[src/rtl/pipe_addsub.sv]
// Elastic pipelined adder/subtractor with per-stage valid bits and bubble collapse.
// Define PIPE_ADDSUB_SAT_EN to clamp overflowing results instead of wrapping them.
module pipe_addsub #(
    parameter int WIDTH  = 16,
    parameter int STAGES = 3
) (
    input  logic             clk,
    input  logic             rst_n,
    input  logic             in_valid,
    output logic             in_ready,
    input  logic [WIDTH-1:0] a,
    input  logic [WIDTH-1:0] b,
    input  logic             sub,
    output logic             out_valid,
    input  logic             out_ready,
    output logic [WIDTH-1:0] out,
    output logic             carry,
    output logic             ovf,
    output logic [3:0]       count
);

`ifdef PIPE_ADDSUB_SAT_EN
    function automatic logic signed [WIDTH-1:0] sat_clamp(
        input logic [WIDTH-1:0] val,
        input logic             ovf_in,
        input logic             a_sign
    );
        if (!ovf_in) return val;
        return a_sign ? {1'b1, {(WIDTH-1){1'b0}}} : {1'b0, {(WIDTH-1){1'b1}}};
    endfunction
`endif

    logic [WIDTH-1:0] b_eff_p0;
    logic [WIDTH:0]   sum_p0;
    logic [WIDTH-1:0] res_p0;
    logic             cy_p0;
    logic             ovf_p0;

    logic [WIDTH-1:0] res_p [1:STAGES];
    logic [STAGES:1]  cy_p;
    logic [STAGES:1]  ovf_p;
    logic [STAGES:1]  vld_p;
    logic [STAGES:1]  ld;

    // Stage 0: combinational add/sub and signed-overflow detection
    always_comb begin
        b_eff_p0 = sub ? ~b : b;
        sum_p0   = {1'b0, a} + {1'b0, b_eff_p0} + {{WIDTH{1'b0}}, sub};
        cy_p0    = sum_p0[WIDTH];
        ovf_p0   = (a[WIDTH-1] == b_eff_p0[WIDTH-1]) && (sum_p0[WIDTH-1] != a[WIDTH-1]);
`ifdef PIPE_ADDSUB_SAT_EN
        res_p0   = sat_clamp(sum_p0[WIDTH-1:0], ovf_p0, a[WIDTH-1]);
`else
        res_p0   = sum_p0[WIDTH-1:0];
`endif
    end

    // A stage may load if it is empty or everything downstream of it can advance.
    always_comb begin : load_chain
        logic nxt;
        nxt = out_ready;
        ld  = '0;
        for (int i = STAGES; i >= 1; i--) begin
            nxt   = !vld_p[i] || nxt;
            ld[i] = nxt;
        end
    end

    assign in_ready = rst_n && ld[1];

    // Stages 1..STAGES: result registers and valid bits
    always_ff @(posedge clk) begin
        if (!rst_n) begin
            vld_p <= '0;
            cy_p  <= '0;
            ovf_p <= '0;
            for (int i = 1; i <= STAGES; i++) begin
                res_p[i] <= '0;
            end
        end else begin
            if (ld[1]) begin
                vld_p[1] <= in_valid;
                res_p[1] <= res_p0;
                cy_p[1]  <= cy_p0;
                ovf_p[1] <= ovf_p0;
            end
            for (int i = 2; i <= STAGES; i++) begin
                if (ld[i]) begin
                    vld_p[i] <= vld_p[i-1];
                    res_p[i] <= res_p[i-1];
                    cy_p[i]  <= cy_p[i-1];
                    ovf_p[i] <= ovf_p[i-1];
                end
            end
        end
    end

    always_comb begin
        count = '0;
        for (int i = 1; i <= STAGES; i++) begin
            count = count + 4'(vld_p[i]);
        end
    end

    assign out_valid = vld_p[STAGES];
    assign out       = res_p[STAGES];
    assign carry     = cy_p[STAGES];
    assign ovf       = ovf_p[STAGES];

endmodule

[config.mk]
export PLATFORM = sky130hd
export DESIGN_NAME = pipe_addsub
export DESIGN_NICKNAME = d
export VERILOG_FILES = /design/src/rtl/pipe_addsub.sv
export SDC_FILE = /design/constraint.sdc
export NUM_CORES = 1
export LEC_CHECK = 0
export CAP_MARGIN = 10
export CORE_MARGIN = 10
export CORE_UTILIZATION = 25
export CTS_CLUSTER_SIZE = 16
export DETAILED_ROUTE_END_ITERATION = 16
export PLACE_DENSITY = 0.47
export SYNTH_ARGS = -nofsm -noshare
export SYNTH_HDL_FRONTEND = slang
export SYNTH_SLANG_ARGS = --single-unit
[constraint.sdc]
create_clock -name clk -period 4.25 [get_ports clk]
set_input_delay 0.425 -clock clk [delete_from_list [all_inputs] [get_ports clk]]
set_output_delay 0.425 -clock clk [all_outputs]
set_load 0.05 [all_outputs]
Yosys cells after proc, flatten, opt, wreduce, memory -nomap -nowiden:

Memories as Yosys holds them, arrays and structs flattened.
Cells that the tools add are included.
W data, S select, Z words.

* ROM bits: 0
* bits in writable memories: 48
* logic and storage cells: 42
* bits in registers: 9
* latch bits: 0
* memories kept: 1
* output and inout bits: 24

Memories
* res_p: words 3, bits a word 16, read ports 3, clocked after Yosys merged registers in 0, write ports 3, line 39 `logic [WIDTH-1:0] res_p [1:STAGES];`

* muxes and demuxes: 14
* shifts and indexed selects: 0
* $add $sub $neg: 4
* equality and inequality tests: 2
* $mul: 0
* magnitude comparators: 0
* reductions and logical operators: 8
* bitwise logic cells: 4
* div/mod/pow operators: 0

Operator list (count)
* $mux W16: 4
* $add A16 B16 Y17: 1
* $add A17 B1 Y17: 1
* $not A16 Y16: 1
* $mux W1: 10
* $add A2 B1 Y3: 1
* $logic_not A1 Y1: 3
* $logic_or A1 B1 Y1: 3
* $or A1 B1 Y1: 3
* $add A1 B1 Y2: 1
* $logic_and A1 B1 Y1: 2
* $eq A1 B1 Y1: 1
* $ne A1 B1 Y1: 1

Logic depth before layout (Yosys ltp):

Gate-level depths: netlist of run 1.

* word-level depth: 8
* gate-level depth with buffers: 10
* gate-level depth less buffers: 8

Worst setup path after synthesis of run 1:

No wires, ideal clock.

* path kind: input-to-reg
* start: input sub
* end: register, netlist name res_p[0][29]
* arrival: 2606 ps
* cell stages on the path: 10
* path slack: 1486 ps
* cells stage by stage: buf_4 buf_1 xor2_1 ha_1 buf_2 and4_1 o2111ai_1 o21a_1 or4_1 o211ai_1

RTL lines
* start, declared: line 13 `input logic sub,`

==> run_results.csv, run 1 <==
group,metric,value,unit
setup_path,critical_path_class,"in -> reg",
clocking,cts_buffer_depth,2,
synthesis,synth_warnings,0,
timing,fmax,0.318,GHz
setup_path,worstPathCellList,"clkdlybuf4s50_1 -> mux2i_1 -> fa_1 -> nor2b_1 -> o311a_1 -> o21a_1 -> o2111ai_1 -> nor3b_1",
route,drtIter0Drc,107,
route,dr_wl_met2,2780,um
route,firstDrtPassIters,4,
clocking,cts_setup_buffers,0,
synthesis,netlist_instances,299,
timing,hold_violations,0,
synthesis,seq_area_frac_synth,49.8,%
synthesis,async_flop_share,0,%
setup_path,critPathLaunchType,"primary input",
route,dr_total_vias,2192,
floorplanning,core-area,0.0127,mm^2
global_route,grt_overflow,0,
layout,area_growth,27.6,%
floorplanning,pin_count,61,
clocking,cts_root_buffer,"clkbuf_16",
placement,io_buffers,58,
synthesis,ys_seq_elements,57,
floorplanning,rows,41,
global_route,grt_max_degree,30,
clocking,cts.clk_slew.worst_paths,0.05,ns
route,met1_length,3190,um
clocking,htreeDepth,3,
global_route,track_usage,7.36,%
clocking,ctsResizeCount,0,
setup_path,path_buf_inv,1,
route,wl_per_cell,12.5,um
global_route,grt_pass1_wl,10900,um
timing,setup_viol,0,
setup_path,critPathCaptureType,"flip-flop",
timing,period_minus_slack,3.15,ns
timing,slew_headroom,40.8,%
clocking,cts_tree,"built",
route,wl,6450,um
clocking,holdBufCountCts,0,
clocking,cts.sinks,57,
setup_path,cpPeakStageDelay,1.05,ns
layout,final_core_util,32.8,%
placement,place_congestion,0.781,
setup_path,cp.depth,8,
clocking,numCtsBuffers,9,
floorplanning,dieArea,0.0180,mm^2
floorplanning,die_h,134,um
placement,dp_hpwl,5000,um
floorplanning,initial_utilization,25.7,%
synthesis,syn_area,0.00325,mm^2
global_route,grt_pass1_vias,2260,
timing,grt_setup_unrepaired,"no",
min_path,whs_path_depth,2,
setup_path,arrival,3.20,ns
route,dr_wl_met3,376,um
power_and_ir_drop,ir_worst_vdd,172,uV
power_and_ir_drop,power_leakage,1.67,nW
synthesis,yosys_most_used_dff,"edfxtp_1",
layout,n_antenna_cell,0,
timing,clock_skew,0.00621,ns
setup_path,critPathTopFamily,"buffers and inverters",
layout,fillCellCount,1304,
timing,worstMarginPinSlew,0.885,ns
layout,nets,393,
floorplanning,die-width,134,um
setup_path,reg2reg_depth,3,
setup_path,worst-endpoint-required,4.30,ns
timing,period_share,74.1,%
min_path,hold_path.class,"reg -> reg",
setup_path,r2r_slack,1.91,ns
timing,tns,0,ns
global_route,antenna_found_initial,0,
clocking,clock_latency,0.32,ns
setup_path,crit_fanout,16,
synthesis,synth.distinct_cells,44,
timing,final_max_slew_viol_count,0,
run,drv_cap,0,
synthesis,syn_area_per_cell,10.9,um^2
layout,drive_above_1_share,4.37,%
power_and_ir_drop,power_density,415,mW/mm^2
route,drt-vias-per-instance,4.26,
setup_path,cp_slowest_cell,"clkdlybuf4s50_1",
synthesis,synth_edf_count,48,
route,ant_nets,0,
route,dr.max_layer_used,"met4",
route,drc_errors,0,
status,status,"finished, final reports clean",
worst min-delay path, cell delays in order (launching register included):
cell and delay, ns:
dfxtp_1 0.31, nand2_1 0.05, a21boi_0 0.06
path summary, 6_finish.rpt:
kind,to,startpoint
setup / recovery,res_p[0][30],sub
hold / removal,cy_p[2],cy_p[2]
setup reg to reg,res_p[0][27],vld_p[3]
hold reg to reg,cy_p[2],cy_p[2]
placed cells by master (no fill, tap or decap), drive strengths merged, types with 2 or more instances in the layout:
cell / count
a21boi: 4
a21o: 4
a21oi: 14
a221oi: 3
and2: 19
and3: 17
buf: 2
clkbuf: 12
clkdlybuf4s50: 58
clkinv: 3
conb: 2
dfxtp: 9
edfxtp: 48
fa: 2
ha: 16
inv: 6
mux2i: 4
nand2: 17
nand2b: 5
nand3: 5
nand4: 3
nor2: 14
nor2b: 8
nor3: 4
nor3b: 3
nor4: 4
o2111ai: 2
o211ai: 4
o21a: 7
o21ai: 11
xnor2: 6
xor2: 16
final cells by class:
type                       instances  area, um^2  area share, %
clock buffer                      12         236           5.70
clock inverter                     4        43.8           1.05
inverter                           6        22.5          0.542
multi-input combinational        204        1420           34.1
sequential                        57        1620           39.1
tap                              172         215           5.18
timing repair buffer              60         596           14.3
cells in the mapped netlist (2+ instances only):
master	number	area [um^2]
nand4_1	3	18.8
clkbuf_1	9	33.8
nand2_1	17	63.8
dfxtp_1	9	180
a21o_1	4	30.0
buf_1	4	15.0
inv_1	6	22.5
a221oi_1	3	26.3
o21a_1	7	52.6
edfxtp_1	48	1440
nor2_1	14	52.6
nor3_1	4	20.0
nor2b_1	8	50.1
fa_1	2	40.0
xor2_1	16	140
xnor2_1	6	52.6
and2_1	18	113
buf_4	19	143
nor3b_1	3	22.5
o211ai_1	4	30.0
nand3_1	5	25.0
a21oi_1	14	70.1
nand2b_1	5	31.3
o21ai_0	10	50.1
ha_1	16	200
mux2i_1	4	40.0
and3_1	17	106
a21boi_0	4	30.0
o2111ai_1	2	17.5
nor4_1	4	25.0
power by group:
| group | internal (mW) | leakage (nW) | switching (mW) | total, mW |
|---|---|---|---|---|
| Sequential | 0.676 | 0.643 | 0.0154 | 0.691 |
| Clock | 0.448 | 0.138 | 0.218 | 0.666 |
| Combinational | 0.159 | 0.891 | 0.208 | 0.367 |
| Total | 1.28 | 1.67 | 0.441 | 1.72 |
per-layer routing:
layer | vias up | global-route usage [%]
met5 | - | 0
met4 | 0 | 4.72
met3 | 7 | 2.28
met2 | 59 | 10.8
met1 | 985 | 9.19
li1 | 1141 | -
registers in the layout, summed over array words and instances (netlist names):
signal  flops
res_p      48
vld_p       3
cy_p        3
ovf_p       3
kinds of logic (layout without fill, tap and decap cells):
logic type / after synthesis / in the layout / synth area share [%]
buffers and inverters: 39 / 82 / 6.73
multiplexers: 4 / 4 / 1.23
flip-flops: 57 / 57 / 49.8
other: 1 / 2 / 0.115
AO/OA/AOI/OAI: 56 / 56 / 11.6
adder cells (fa/ha/maj): 18 / 18 / 7.38
AND/OR/NAND/NOR: 102 / 102 / 17.2
XOR/XNOR: 22 / 22 / 5.92
metrics by stage:
step	area, um^2	hold WS [ns]	worst slack [ns]	total power [mW]	instances
finish	4150	0.467	1.10	1.72	515
global route	4150	0.480	0.907	1.82	515
CTS	4150	0.469	1.09	1.75	515
detailed placement	3870	0.461	0.759	1.07	499
global placement	3870	0.458	0.820	1.07	499
floorplan	3260	0.440	1.49	0.972	300
No activity file was read; power rests on OpenSTA's default activity.
==> run 2: changes to the inputs <==
- clock period: 4.25 -> 3.3 ns (I/O delays scaled with it)
==> run_results.csv, run 2 (synthesis results as in run 1) <==
group,metric,value,unit
status,status,"finished, final reports clean",
timing,clock_skew,0.00393,ns
global_route,grt_pass1_wl,11000,um
setup_path,crit_fanout,16,
route,firstDrtPassIters,4,
timing,period_minus_slack,2.68,ns
timing,fmax,0.373,GHz
route,drtIter0Drc,76,
clocking,cts_tree,"built",
setup_path,reg2reg_depth,4,
global_route,grt_overflow,0,
placement,place_congestion,0.805,
timing,setup_viol,0,
layout,multi_input_area,0.00142,mm^2
layout,n_antenna_cell,0,
route,ant_nets,0,
timing,hold_violations,0,
setup_path,arrival,2.74,ns
floorplanning,dieArea,0.0180,mm^2
clocking,cts_setup_buffers,0,
route,drt-vias-per-instance,4.17,
timing,worstMarginPinSlew,0.695,ns
floorplanning,core-area,0.0127,mm^2
layout,largest_register_ff_count,48,
timing,tns,0,ns
global_route,track_usage,7.50,%
timing,slew_headroom,53.6,%
global_route,grt_max_degree,29,
clocking,cts.sinks,57,
setup_path,critical_path_class,"in -> reg",
layout,regMostFlops,"res_p",
clocking,htreeDepth,3,
layout,final_core_util,33.2,%
clocking,ctsResizeCount,0,
floorplanning,pin_count,61,
setup_path,r2r_start,"vld_p[3]",
setup_path,startpoint,"sub",
timing,final_max_slew_viol_count,0,
clocking,cts_buffer_depth,2,
timing,grt_setup_unrepaired,"no",
layout,area_growth,29.4,%
timing,period_share,81.2,%
setup_path,cp-endpoint,"res_p[0][30]",
placement,placedCellCount,502,
route,drc_errors,0,
power_and_ir_drop,power_leakage,1.70,nW
layout,layout_commonest_cell,"clkdlybuf4s50_1",
layout,nets,396,
power_and_ir_drop,power_density,541,mW/mm^2
power_and_ir_drop,total_power,2.28,mW
route,dr_total_vias,2158,
floorplanning,die_h,134,um
layout,drive_above_1_share,6.65,%
setup_path,critPathCaptureType,"flip-flop",
clocking,cts.clk_slew.worst_paths,0.05,ns
route,wl,6450,um
run,drv_cap,0,
layout,seq_area,0.00162,mm^2
setup_path,r2r_slack,1.49,ns
placement,dp_hpwl,5050,um
floorplanning,die-width,134,um
clocking,clock_latency,0.32,ns
setup_path,r2r_end,"res_p[0][42]",
clocking,numCtsBuffers,9,
placement,io_buffers,58,
floorplanning,initial_utilization,25.7,%
global_route,antenna_found_initial,0,
route,wl_per_cell,12.5,um
power_and_ir_drop,ir_worst_vdd,238,uV
clocking,holdBufCountCts,0,
floorplanning,rows,41,
min_path,hold_path.class,"reg -> reg",
clocking,cts_root_buffer,"clkbuf_16",
layout,final_cell_mix,"clkdlybuf4s50_1, edfxtp_1, and2_1",
layout,fillCellCount,1313,
setup_path,critPathLaunchType,"primary input",
global_route,grt_pass1_vias,2251,
setup_path,worst-endpoint-required,3.36,ns
layout,fin_cells,518,
[run 2: power by group]
part | total, mW | switching [mW] | leakage [nW] | internal (mW)
registers | 0.889 | 0.0197 | 0.643 | 0.869
clock network | 0.909 | 0.320 | 0.142 | 0.589
logic | 0.478 | 0.270 | 0.911 | 0.208
total | 2.28 | 0.610 | 1.70 | 1.67
[run 2: stage by stage]
stage	hold WS, ns	setup WS (ns)	area [um^2]
2_1_floorplan	0.440	0.631	3260
4_1_cts	0.470	0.622	4210
6_report	0.466	0.619	4210
5_1_grt	0.496	0.479	4210
3_3_place_gp	0.457	0.329	3900
3_5_place_dp	0.459	0.291	3900
[run 2: area by class of cell]
class | instances | share of cell area, %
Clock buffer | 9 | 5.35
Multi-Input combinational cell | 204 | 33.7
Tap cell | 172 | 5.11
Clock inverter | 7 | 1.90
Sequential cell | 57 | 38.5
Timing Repair Buffer | 63 | 14.9
Inverter | 6 | 0.535
[run 2: worst max-delay path, stage by stage]
cell	delay (ns)
clkdlybuf4s50_1	0.45
buf_4	0.26
xor2_1	0.22
inv_1	0.08
fa_1	0.41
nor2b_1	0.20
o311a_1	0.22
o21a_1	0.23
o2111ai_1	0.15
nor3b_1	0.18
[run 2: worst min path at each step]
stage / startpoint / end / slack (ns) / cells after the start
floorplan: cy_p[2] / cy_p[2] / 0.44 / 2
global placement: cy_p[2] / cy_p[2] / 0.46 / 2
detailed placement: ovf_p[1] / ovf_p[2] / 0.46 / 2
CTS: ovf_p[1] / ovf_p[2] / 0.47 / 2
global route: ovf_p[1] / ovf_p[2] / 0.50 / 2
finish: ovf_p[1] / ovf_p[2] / 0.47 / 2
[run 2: per-layer routing]
| metal | routed length [um] | global-route usage, % | part of all wire (%) |
|---|---|---|---|
| met1 | 3140 | 9.59 | 49 |
| met2 | 2770 | 10.6 | 43 |
| met3 | 426 | 2.73 | 6.6 |
| met4 | 119 | 4.23 | 1.8 |
| met5 | 0 | 0 | 0 |
==> run 3: changes to the inputs <==
- PLACE_DENSITY: 0.47 -> 0.49
- clock period: 3.3 -> 2.4 ns (I/O delays scaled with it)
==> run_results.csv, run 3 (synthesis results as in run 1) <==
group,metric,value,unit
floorplanning,rows,41,
floorplanning,initial_utilization,25.7,%
clocking,holdBufCountCts,0,
timing,slew_headroom,55.5,%
layout,drive_above_1_share,20.0,%
clocking,clock_latency,0.31,ns
timing,final_max_slew_viol_count,0,
timing,grt_setup_unrepaired,"no",
layout,regMostFlops,"res_p",
clocking,cts_buffer_depth,2,
run,drv_cap,0,
route,drc_errors,0,
global_route,grt_pass1_vias,2347,
setup_path,critPathCaptureType,"flip-flop",
timing,layout_setup_ws,0.118,ns
clocking,cts.sinks,57,
clocking,htreeDepth,3,
layout,fillCellCount,1262,
route,wl,6730,um
layout,final_area,0.00463,mm^2
power_and_ir_drop,power_density,688,mW/mm^2
layout,final_core_util,36.6,%
layout,final_cell_mix,"clkdlybuf4s50_1, buf_4, edfxtp_1",
clocking,cts.clk_slew.worst_paths,0.05,ns
global_route,antenna_found_initial,0,
timing,clock_skew,0.00854,ns
power_and_ir_drop,ir_worst_vdd,404,uV
placement,dp_hpwl,5450,um
layout,n_antenna_cell,0,
route,dr_total_vias,2330,
timing,period_minus_slack,2.28,ns
setup_path,arrival,2.34,ns
power_and_ir_drop,power_leakage,1.97,nW
placement,place_area,0.00425,mm^2
route,wl_per_cell,11.9,um
timing,fmax,0.438,GHz
timing,worstMarginPinSlew,0.666,ns
global_route,grt_overflow,0,
layout,area_growth,42.4,%
floorplanning,die_h,134,um
setup_path,critPathLaunchType,"primary input",
layout,largest_register_ff_count,48,
global_route,track_usage,7.60,%
status,status,"finished, final reports clean",
power_and_ir_drop,total_power,3.19,mW
global_route,grt_pass1_wl,11200,um
setup_path,crit_fanout,4,
floorplanning,dieArea,0.0180,mm^2
clocking,cts_tree,"built",
floorplanning,die-width,134,um
timing,period_share,95.1,%
layout,layout_commonest_cell,"clkdlybuf4s50_1",
min_path,hold_path.class,"reg -> reg",
placement,place_congestion,0.811,
placement,io_buffers,58,
setup_path,critical_path_class,"in -> reg",
clocking,cts_root_buffer,"clkbuf_16",
layout,multi_input_area,0.00146,mm^2
global_route,grt_max_degree,29,
layout,nets,445,
clocking,numCtsBuffers,9,
placement,post-place-ws,-0.349,ns
layout,fin_cells,567,
floorplanning,pin_count,61,
route,ant_nets,0,
floorplanning,core-area,0.0127,mm^2
timing,setup_viol,0,
route,drt-vias-per-instance,4.11,
placement,placedCellCount,547,
route,drtIter0Drc,83,
route,firstDrtPassIters,4,
layout,seq_area,0.00162,mm^2
timing,hold_violations,0,
setup_path,worst-endpoint-required,2.45,ns
## run 3: layer usage
layer	global-route usage, %	wire length, um	share of wire, %
met2	11.2	2950	44
met4	4.41	104	1.5
met1	9.39	3270	49
met3	2.69	411	6.1
met5	0	0	0
## run 3: critical path, stage by stage
cell and delay (ns):
clkdlybuf4s50_1 0.44, xor2_2 0.15, ha_1 0.33, nor2b_2 0.18
o311a_1 0.36, o21a_1 0.25, nor4_2 0.31, nor3b_2 0.07
## run 3: where the power goes
part | switching, mW | leakage (nW) | internal [mW]
sequential | 0.0258 | 0.643 | 1.20
combinational | 0.404 | 1.18 | 0.407
clock | 0.381 | 0.145 | 0.774
## run 3: worst paths after layout
path / start / endpoint / slack, ns / cells past startpoint
max: b[2] / res_p[0][30] / 0.12 / 8
min: ovf_p[2] / ovf_p[2] / 0.47 / 2
max reg2reg: vld_p[1] / res_p[0][29] / 0.58 / 6
min reg2reg: ovf_p[2] / ovf_p[2] / 0.47 / 2
## run 3: timing repair
item                                    CTS  global route
resized for setup                         0            10
pin swaps                                 1             4
buffers inserted                          1             2
endpoints found under the setup margin    2             9
gates cloned                              0             1
## run 3: final cells by class
class	instances	share of cell area, %
flip-flops and latches	57	35.0
multi-input cells	204	31.5
repair buffers	112	22.2
clock buffers	13	5.83
well taps	172	4.64
inverters	6	0.486
clock inverters	3	0.324
## run 3: metrics by stage
stage / hold WS (ns) / setup TNS [ns]
floorplan: 0.379 / 0
global placement: 0.458 / -2.31
detailed placement: 0.470 / -2.97
CTS: 0.474 / 0
global route: 0.492 / 0
finish: 0.470 / 0
